[src/rtl/ace_rd_arbiter.sv]
// ace_rd_arbiter
//   Two-requester ACE read-channel arbiter (requester 0 = I-cache,
//   requester 1 = D-cache) in front of a single ACE master port. One
//   transaction is outstanding at a time; grants alternate round-robin when
//   both requesters ask in the same cycle.
//
// Ports
//   clk, rst          single clock, synchronous active-high reset
//   req_ar*           per-requester AR request (address/length/snoop packed,
//                     requester i occupies slice i of each flat vector)
//   req_r*            per-requester R valid/ready, shared R data/resp/last
//   m_ar*             master AR channel (m_arid carries the grant index)
//   m_r*, m_rack      master R channel and the ACE read acknowledge
module ace_rd_arbiter #(
    parameter int ADDR_WIDTH = 32,
    parameter int DATA_WIDTH = 256,
    parameter int LEN_WIDTH  = 8
) (
    input  logic                    clk,
    input  logic                    rst,

    input  logic [1:0]              req_arvalid,
    output logic [1:0]              req_arready,
    input  logic [2*ADDR_WIDTH-1:0] req_araddr,
    input  logic [2*LEN_WIDTH-1:0]  req_arlen,
    input  logic [7:0]              req_arsnoop,
    output logic [1:0]              req_rvalid,
    input  logic [1:0]              req_rready,
    output logic [DATA_WIDTH-1:0]   req_rdata,
    output logic [3:0]              req_rresp,
    output logic                    req_rlast,

    output logic                    m_arvalid,
    input  logic                    m_arready,
    output logic                    m_arid,
    output logic [ADDR_WIDTH-1:0]   m_araddr,
    output logic [LEN_WIDTH-1:0]    m_arlen,
    output logic [3:0]              m_arsnoop,

    input  logic                    m_rvalid,
    output logic                    m_rready,
    input  logic                    m_rid,
    input  logic [DATA_WIDTH-1:0]   m_rdata,
    input  logic [3:0]              m_rresp,
    input  logic                    m_rlast,
    output logic                    m_rack
);

    localparam logic [1:0] S_IDLE = 2'd0;
    localparam logic [1:0] S_ADDR = 2'd1;
    localparam logic [1:0] S_DATA = 2'd2;
    localparam logic [1:0] S_ACK  = 2'd3;

    logic [1:0]            state;
    logic                  grant;
    logic                  last_grant;
    logic                  winner;
    logic [ADDR_WIDTH-1:0] addr_q;
    logic [LEN_WIDTH-1:0]  len_q;
    logic [3:0]            snoop_q;
    logic                  rid_match;
    logic                  last_beat;

    // On a tie the requester that was not served last wins; otherwise the
    // sole requester wins (only meaningful when some req_arvalid is set).
    always_comb begin
        if (req_arvalid == 2'b11) winner = ~last_grant;
        else                      winner = req_arvalid[1];
    end

    // Beats tagged for the other requester are stale and must not end the burst.
    assign rid_match = (m_rid == grant);
    assign last_beat = m_rvalid && rid_match && req_rready[grant] && m_rlast;

    // NOTE: sequential state uses non-blocking assignments so every register
    // samples the pre-edge values of the others, independent of statement order.
    always_ff @(posedge clk) begin
        if (rst) begin
            state      <= S_IDLE;
            grant      <= 1'b0;
            last_grant <= 1'b1;   // requester 0 wins the first tie
            addr_q     <= '0;
            len_q      <= '0;
            snoop_q    <= '0;
        end else begin
            case (state)
                S_IDLE: begin
                    if (|req_arvalid) begin
                        grant      <= winner;
                        last_grant <= winner;
                        addr_q     <= winner ? req_araddr[2*ADDR_WIDTH-1:ADDR_WIDTH]
                                             : req_araddr[ADDR_WIDTH-1:0];
                        len_q      <= winner ? req_arlen[2*LEN_WIDTH-1:LEN_WIDTH]
                                             : req_arlen[LEN_WIDTH-1:0];
                        snoop_q    <= winner ? req_arsnoop[7:4] : req_arsnoop[3:0];
                        state      <= S_ADDR;
                    end
                end
                S_ADDR:  if (m_arready) state <= S_DATA;
                S_DATA:  if (last_beat) state <= S_ACK;
                default: state <= S_IDLE;   // S_ACK: single-cycle acknowledge
            endcase
        end
    end

    // Data path is a straight pass-through; only the handshakes are steered.
    assign req_rdata = m_rdata;
    assign req_rresp = m_rresp;
    assign req_rlast = m_rlast;

    // NOTE: every output gets a default before the case so no path through
    // this block leaves a signal unassigned (which would infer a latch).
    always_comb begin
        req_arready = 2'b00;
        req_rvalid  = 2'b00;
        m_arvalid   = 1'b0;
        m_arid      = 1'b0;
        m_araddr    = '0;
        m_arlen     = '0;
        m_arsnoop   = '0;
        m_rready    = 1'b0;
        m_rack      = 1'b0;
        if (!rst) begin
            case (state)
                S_ADDR: begin
                    m_arvalid          = 1'b1;
                    m_arid             = grant;
                    m_araddr           = addr_q;
                    m_arlen            = len_q;
                    m_arsnoop          = snoop_q;
                    req_arready[grant] = m_arready;
                end
                S_DATA: begin
                    if (rid_match) begin
                        req_rvalid[grant] = m_rvalid;
                        m_rready          = req_rready[grant];
                    end else begin
                        m_rready = 1'b1;   // drain the foreign beat
                    end
                end
                S_ACK:   m_rack = 1'b1;
                default: ;
            endcase
        end
    end

endmodule

[config.mk]
export PLATFORM = sky130hd
export DESIGN_NAME = ace_rd_arbiter
export DESIGN_NICKNAME = d
export VERILOG_FILES = /design/src/rtl/ace_rd_arbiter.sv
export SDC_FILE = /design/constraint.sdc
export NUM_CORES = 1
export LEC_CHECK = 0
export ABC_AREA = 0
export BUFFER_PORTS_ARGS = -buffer_cell sky130_fd_sc_hd__buf_2
export CORE_AREA = 2 2 258 260
export CTS_CLUSTER_DIAMETER = 30
export DETAILED_ROUTE_END_ITERATION = 10
export DIE_AREA = 0 0 260 262
export PLACE_DENSITY = 0.3
export SLEW_MARGIN = 20
export SYNTH_ARGS = -nofsm -noshare
export SYNTH_HDL_FRONTEND = slang
export SYNTH_SLANG_ARGS = --single-unit
export TNS_END_PERCENT = 50
[constraint.sdc]
create_clock -name clk -period 2.1 [get_ports clk]
set_clock_uncertainty 0.1 [all_clocks]
set_input_delay 0.21 -clock clk [delete_from_list [all_inputs] [get_ports clk]]
set_output_delay 0.21 -clock clk [all_outputs]
set_load 0.01 [all_outputs]
# After elaboration in Yosys (flattened, before gate mapping)
# Index checks and enable logic that the tools add are counted.
[op_classes] n_div=0 multipliers=0 n_addsub=0 n_shift=0 n_reduce_logical=8 muxes=32 n_eq_ne=8 n_bitwise=3 n_lt_le_gt_ge=2
[op_table] cell="$mux 32" count=3
[op_table] cell="$mux 8" count=3
[op_table] cell="$mux 2" count=8
[op_table] cell="$mux 1" count=13
[op_table] cell="$mux 4" count=3
[op_table] cell="$eq 2x2->1 const B" count=3
[op_table] cell="$ne 2x2->1 const B" count=3
[op_table] cell="$pmux 2 s3" count=1
[op_table] cell="$and 2x2->2" count=2
[op_table] cell="$logic_and 1x1->1" count=4
[op_table] cell="$reduce_and 3->1" count=1
[op_table] cell="$eq 2x1->1 const B" count=1
[op_table] cell="$logic_not 2->1" count=1
[op_table] cell="$lt 1x2->1 const B" count=1
[op_table] cell="$reduce_and 2->1" count=1
[op_table] cell="$reduce_or 2->1" count=1
[op_table] cell="$demux 1 s1" count=1
[op_table] cell="$eq 1x1->1" count=1
[op_table] cell="$ge 1x1->1 const B" count=1
[op_table] cell="$not 1->1" count=1
[totals] wordCells=59 input_bits=358 register_bits=48 latchBits=0 mem_count=0 ramBits=0 rom_bits=0

# Depth between registers and ports, before layout
[logic_depth] ltp_word=8 ltp_mapped=7 ltp_nobuf=5

# Least setup slack after synthesis
# OpenSTA, ideal clock, no wires.
[synth_path] path_type="flip-flop to flip-flop" start="reg state[0]" end="reg state[0]" setup_slack_ns=0.303 stages_incl_launch_ff=6 t_arrival_ns=1.574 synth_period_minus_slack_ns=1.797 n_path_buf=0 cell_sequence="dfxtp_1 inv_1 ha_1 a21boi_1 a2111oi_2 mux2_1"
[synth_via] elab_chain_len=3 word_cells_on_any_way=8 classes_between="eq/ne (5); mux (1); reduce/logical (2)"
[synth_lines] element="start, declared" line_no="54" text="logic [1:0] state;"
[synth_lines] element="start signal, assigned" line_no="79" text="state <= S_IDLE;"
[synth_lines] element="start signal, assigned" line_no="96" text="state <= S_ADDR;"
[synth_lines] element="start signal, assigned" line_no="99" text="S_ADDR: if (m_arready) state <= S_DATA;"
[synth_lines] element="$eq 2x2->1 (tied with other cells)" line_no="86" text="case (state)"
[synth_lines] element="$ne 2x2->1 (no line)"
[synth_lines] element="$reduce_and 3->1 (no line)"
# Parallel ways exist; a longest one is shown, timed or not.
# A chain may end at the register's enable or synchronous reset.

# Worst setup path after layout
[layout_path] start="reg state[1]" end="out m_arid"
[layout_via] elab_chain_len=3
[layout_lines] element="$eq 2x1->1" line_no="124" text="case (state)"
[layout_lines] element="$mux 1" line_no="124"
[layout_lines] element="$mux 1" line_no="123" text="if (!rst) begin"
[layout_lines] element="end, declared" line_no="35" text="output logic m_arid,"
# No other way between the ends.

==> reports/results.tsv <==
stage	metric	value	unit
worst_hold_path	hold_path_end	addr_q[2]	
outcome	status	complete, no violations	
timing	finalCriticalPeriod	1990	ps
timing	final_max_slew_viol_count	0	
timing	finalSetupViolations	0	
drt	dr_wl_met2	8.12	mm
power_and_ir_drop	p_leak	1.89	nW
layout	layout.nets	805	
critical_path	path_cells	inv_4 > ha_4 > nor2b_4 > buf_12 > buf_8 > and2_2 > buf_2	
critical_path	cp_slowest_cell	dfxtp_4	
drt	vias_per_cell	2.32	
critical_path	cp_slowest_stage_delay	370	ps
drt	wl_per_cell	14.0	microns
critical_path	reg2reg_slack	120	ps
critical_path	path_max_fanout	8	
drt	initialDrtViolationCount	85	
critical_path	reg2regPathDepth	5	
yosys	synth.mux.area_fraction	0.101	
yosys	synth-seq-area-share	0.210	
layout	multiInputGateArea	0.00155	sq mm
global_route	grt_pass1_vias	3034	
critical_path	r2r-start	state[0]	
timing	post-route-period-util	0.950	
critical_path	cp_top_family	buffers and inverters	
layout	drive_gt1_frac	0.442	
critical_path	crit_arrival	1680	ps
yosys	ys_types	30	
drt	firstDrtPassIters	4	
timing	fmax	0.501	GHz
yosys	synth_compound_area_frac	0.0855	
placed_design	hpwl	12.4	mm
yosys	synth_area_leaders	buf_4, dfxtp_1, mux2i_1, a211oi_1, and2_1	
critical_path	cp.buffers_inverters	4	
drt	wl_met3	2.32	mm
cts	clk_path_buf_depth	2	
power_and_ir_drop	ir_worst_vdd	0.307	mV
yosys	synth-xor-area-share	0	
timing	hold_violations	0	
cts	hold_buffers	0	
layout	area_growth	5.78	%
drt	wirelength	18.3	mm
cts	cts_tree	done	
cts	cts_buffers	5	
yosys	synth_top_family_by_area	buffers and inverters	
critical_path	worstSetupPathType	flip-flop to output pin	
flow_run	drv_cap	0	
cts	cts_sinks	48	
worst_hold_path	hold_class	primary input to flip-flop	
placed_design	dp.cells	1292	
global_route	grt_max_degree	49	
placed_design	place_congestion	0.647	
critical_path	endpoint_kind	output pin	
global_route	grt_pass1_wl	21.1	mm
yosys	syn_avg_cell_area	8.26	sq um
layout	final_cells	1310	
floorplanning	ios	671	
worst_hold_path	hp-start	req_araddr[2]	
floorplanning	rows	94	
floorplanning	dieArea	0.0681	sq mm
cts	cts_max_level	2	
yosys	syn_nets	916	
cts	clk_latency	320	ps
yosys	synthCells	553	
drt	met1Wirelength	6.38	mm
global_route	grt_usage	0.0456	
layout	seq_area	966	sq um
yosys	synth-seq-cells	48	
critical_path	worstSetupStartpointType	flip-flop	
cts	cts_root_buf	clkbuf_16	
global_route	antenna_found_initial	2	
yosys	yosys.area_share.simple	0.127	
floorplanning	core-area	0.0653	sq mm
layout	num-fill-cells	7701	
timing	slew_headroom	0.703	
floorplanning	die_x	260	microns
yosys	synthAdderAreaFrac	0.0137	
drt	vias	3036	
drt	ant_nets	0	
drt	drc	0	
floorplanning	start_util	0.0700	
floorplanning	die_h	262	microns
layout	fin_util	0.0740	
critical_path	crit_start	state[1]	
global_route	overflow	0	
yosys	syn_area	0.00457	sq mm
yosys	synth_area_leader_cell	buf_4	
placed_design	numPortBuffers	150	
yosys	synth-warning-count	0	
critical_path	r2r-end	state[0]	
worst_hold_path	worstHoldPathCells	3	
yosys	synth_top_area_frac	0.429	
critical_path	required	1790	ps
drt	top_layer	met5	
timing	worstMarginPinSlew	445	ps
cts	clk_pin_slew	80	ps
power_and_ir_drop	power_density	908	mW/mm^2
cell usage in the layout (no fill, tap or decap), types with 3 or more instances in the layout:
cell type,count
nor2_1,49
a211oi_1,44
ha_1,4
buf_4,9
buf_6,7
diode_2,3
and2_4,6
and2_1,38
buf_2,144
nor3_1,3
buf_12,6
mux2i_1,45
dfxtp_1,46
clkbuf_16,7
nand2_1,3
state kept, by name, indices dropped and copies added, names as in the netlist:
register,cells
state,2
grant,1
len_q,8
addr_q,32
snoop_q,4
last_grant,1
power breakdown:
part | leakage [nW] | switching, W | internal, W
Sequential | 0.400 | 0.000185 | 0.00125
Clock | 0.0766 | 0.000495 | 0.000475
Combinational | 1.41 | 0.00111 | 0.000869
Total | 1.89 | 0.00179 | 0.00259
metrics by stage:
step	instance area, sq um	hold WS [ps]	TNS [ps]	power, W	setup slack [ps]
finish	4830	106	0	0.00439	105
detailed placement	4480	320	0	0.00323	142
CTS	4630	77.8	0	0.00429	28.2
floorplan	4570	344	0	0.00302	303
global placement	4480	320	0	0.00321	191
global route	4820	94.8	-41.0	0.00482	-7.56
Yosys cell counts (all sizes together):
library cell  count
nand2             3
dfxtp            48
and2             45
mux2              1
nor3              3
or2b              1
clkbuf           18
nor2             49
nand3b            1
ha                5
a211oi           44
nor2b             3
a21boi            2
or2               1
nor3b             2
o21a              1
mux2i            45
buf             270
a31oi             2
nand2b            2
nor4b             1
and3              1
a2111oi           1
inv               2
a21oi             2
what timing repair did:
| action | 4_1_cts | 5_1_grt |
|---|---|---|
| buffers inserted | 0 | 2 |
| endpoints found under the setup margin | 0 | 43 |
| resized for setup | 0 | 21 |
layer usage:
layer | GRT usage | vias to the layer above
met5 | 0.0188 | -
met4 | 0.0452 | 10
met3 | 0.0304 | 111
met2 | 0.0647 | 318
met1 | 0.0420 | 1272
li1 | - | 1325
worst max-delay path by stage:
stage,endpoint,cells past startpoint
after floorplan,state[0],5
after global placement,state[0],5
after detailed placement,state[0],5
after CTS,req_arready[1],6
after global routing,m_araddr[26],7
final,m_arid,7
final cells by class:
cell class	instances	share of cell area
diodes	3	0.00155
repair buffers	170	0.221
clock inverters	2	0.00207
flip-flops and latches	48	0.200
inverters	2	0.00207
well taps	864	0.224
multi-input cells	215	0.321
clock buffers	6	0.0287
tightest hold or removal path, stage by stage:
cell      delay, ps
buf_2            90
mux2i_1         110
a211oi_1         80
logic make-up after synthesis:
| group | count (synthesis) |
|---|---|
| AOI/OAI and AO/OA | 52 |
| DFF | 48 |
| and+or+nand+nor | 112 |
| muxes | 46 |
| buffers and inverters | 290 |
| adders and majority gates | 5 |
No activity file was read; power rests on OpenSTA's default activity.
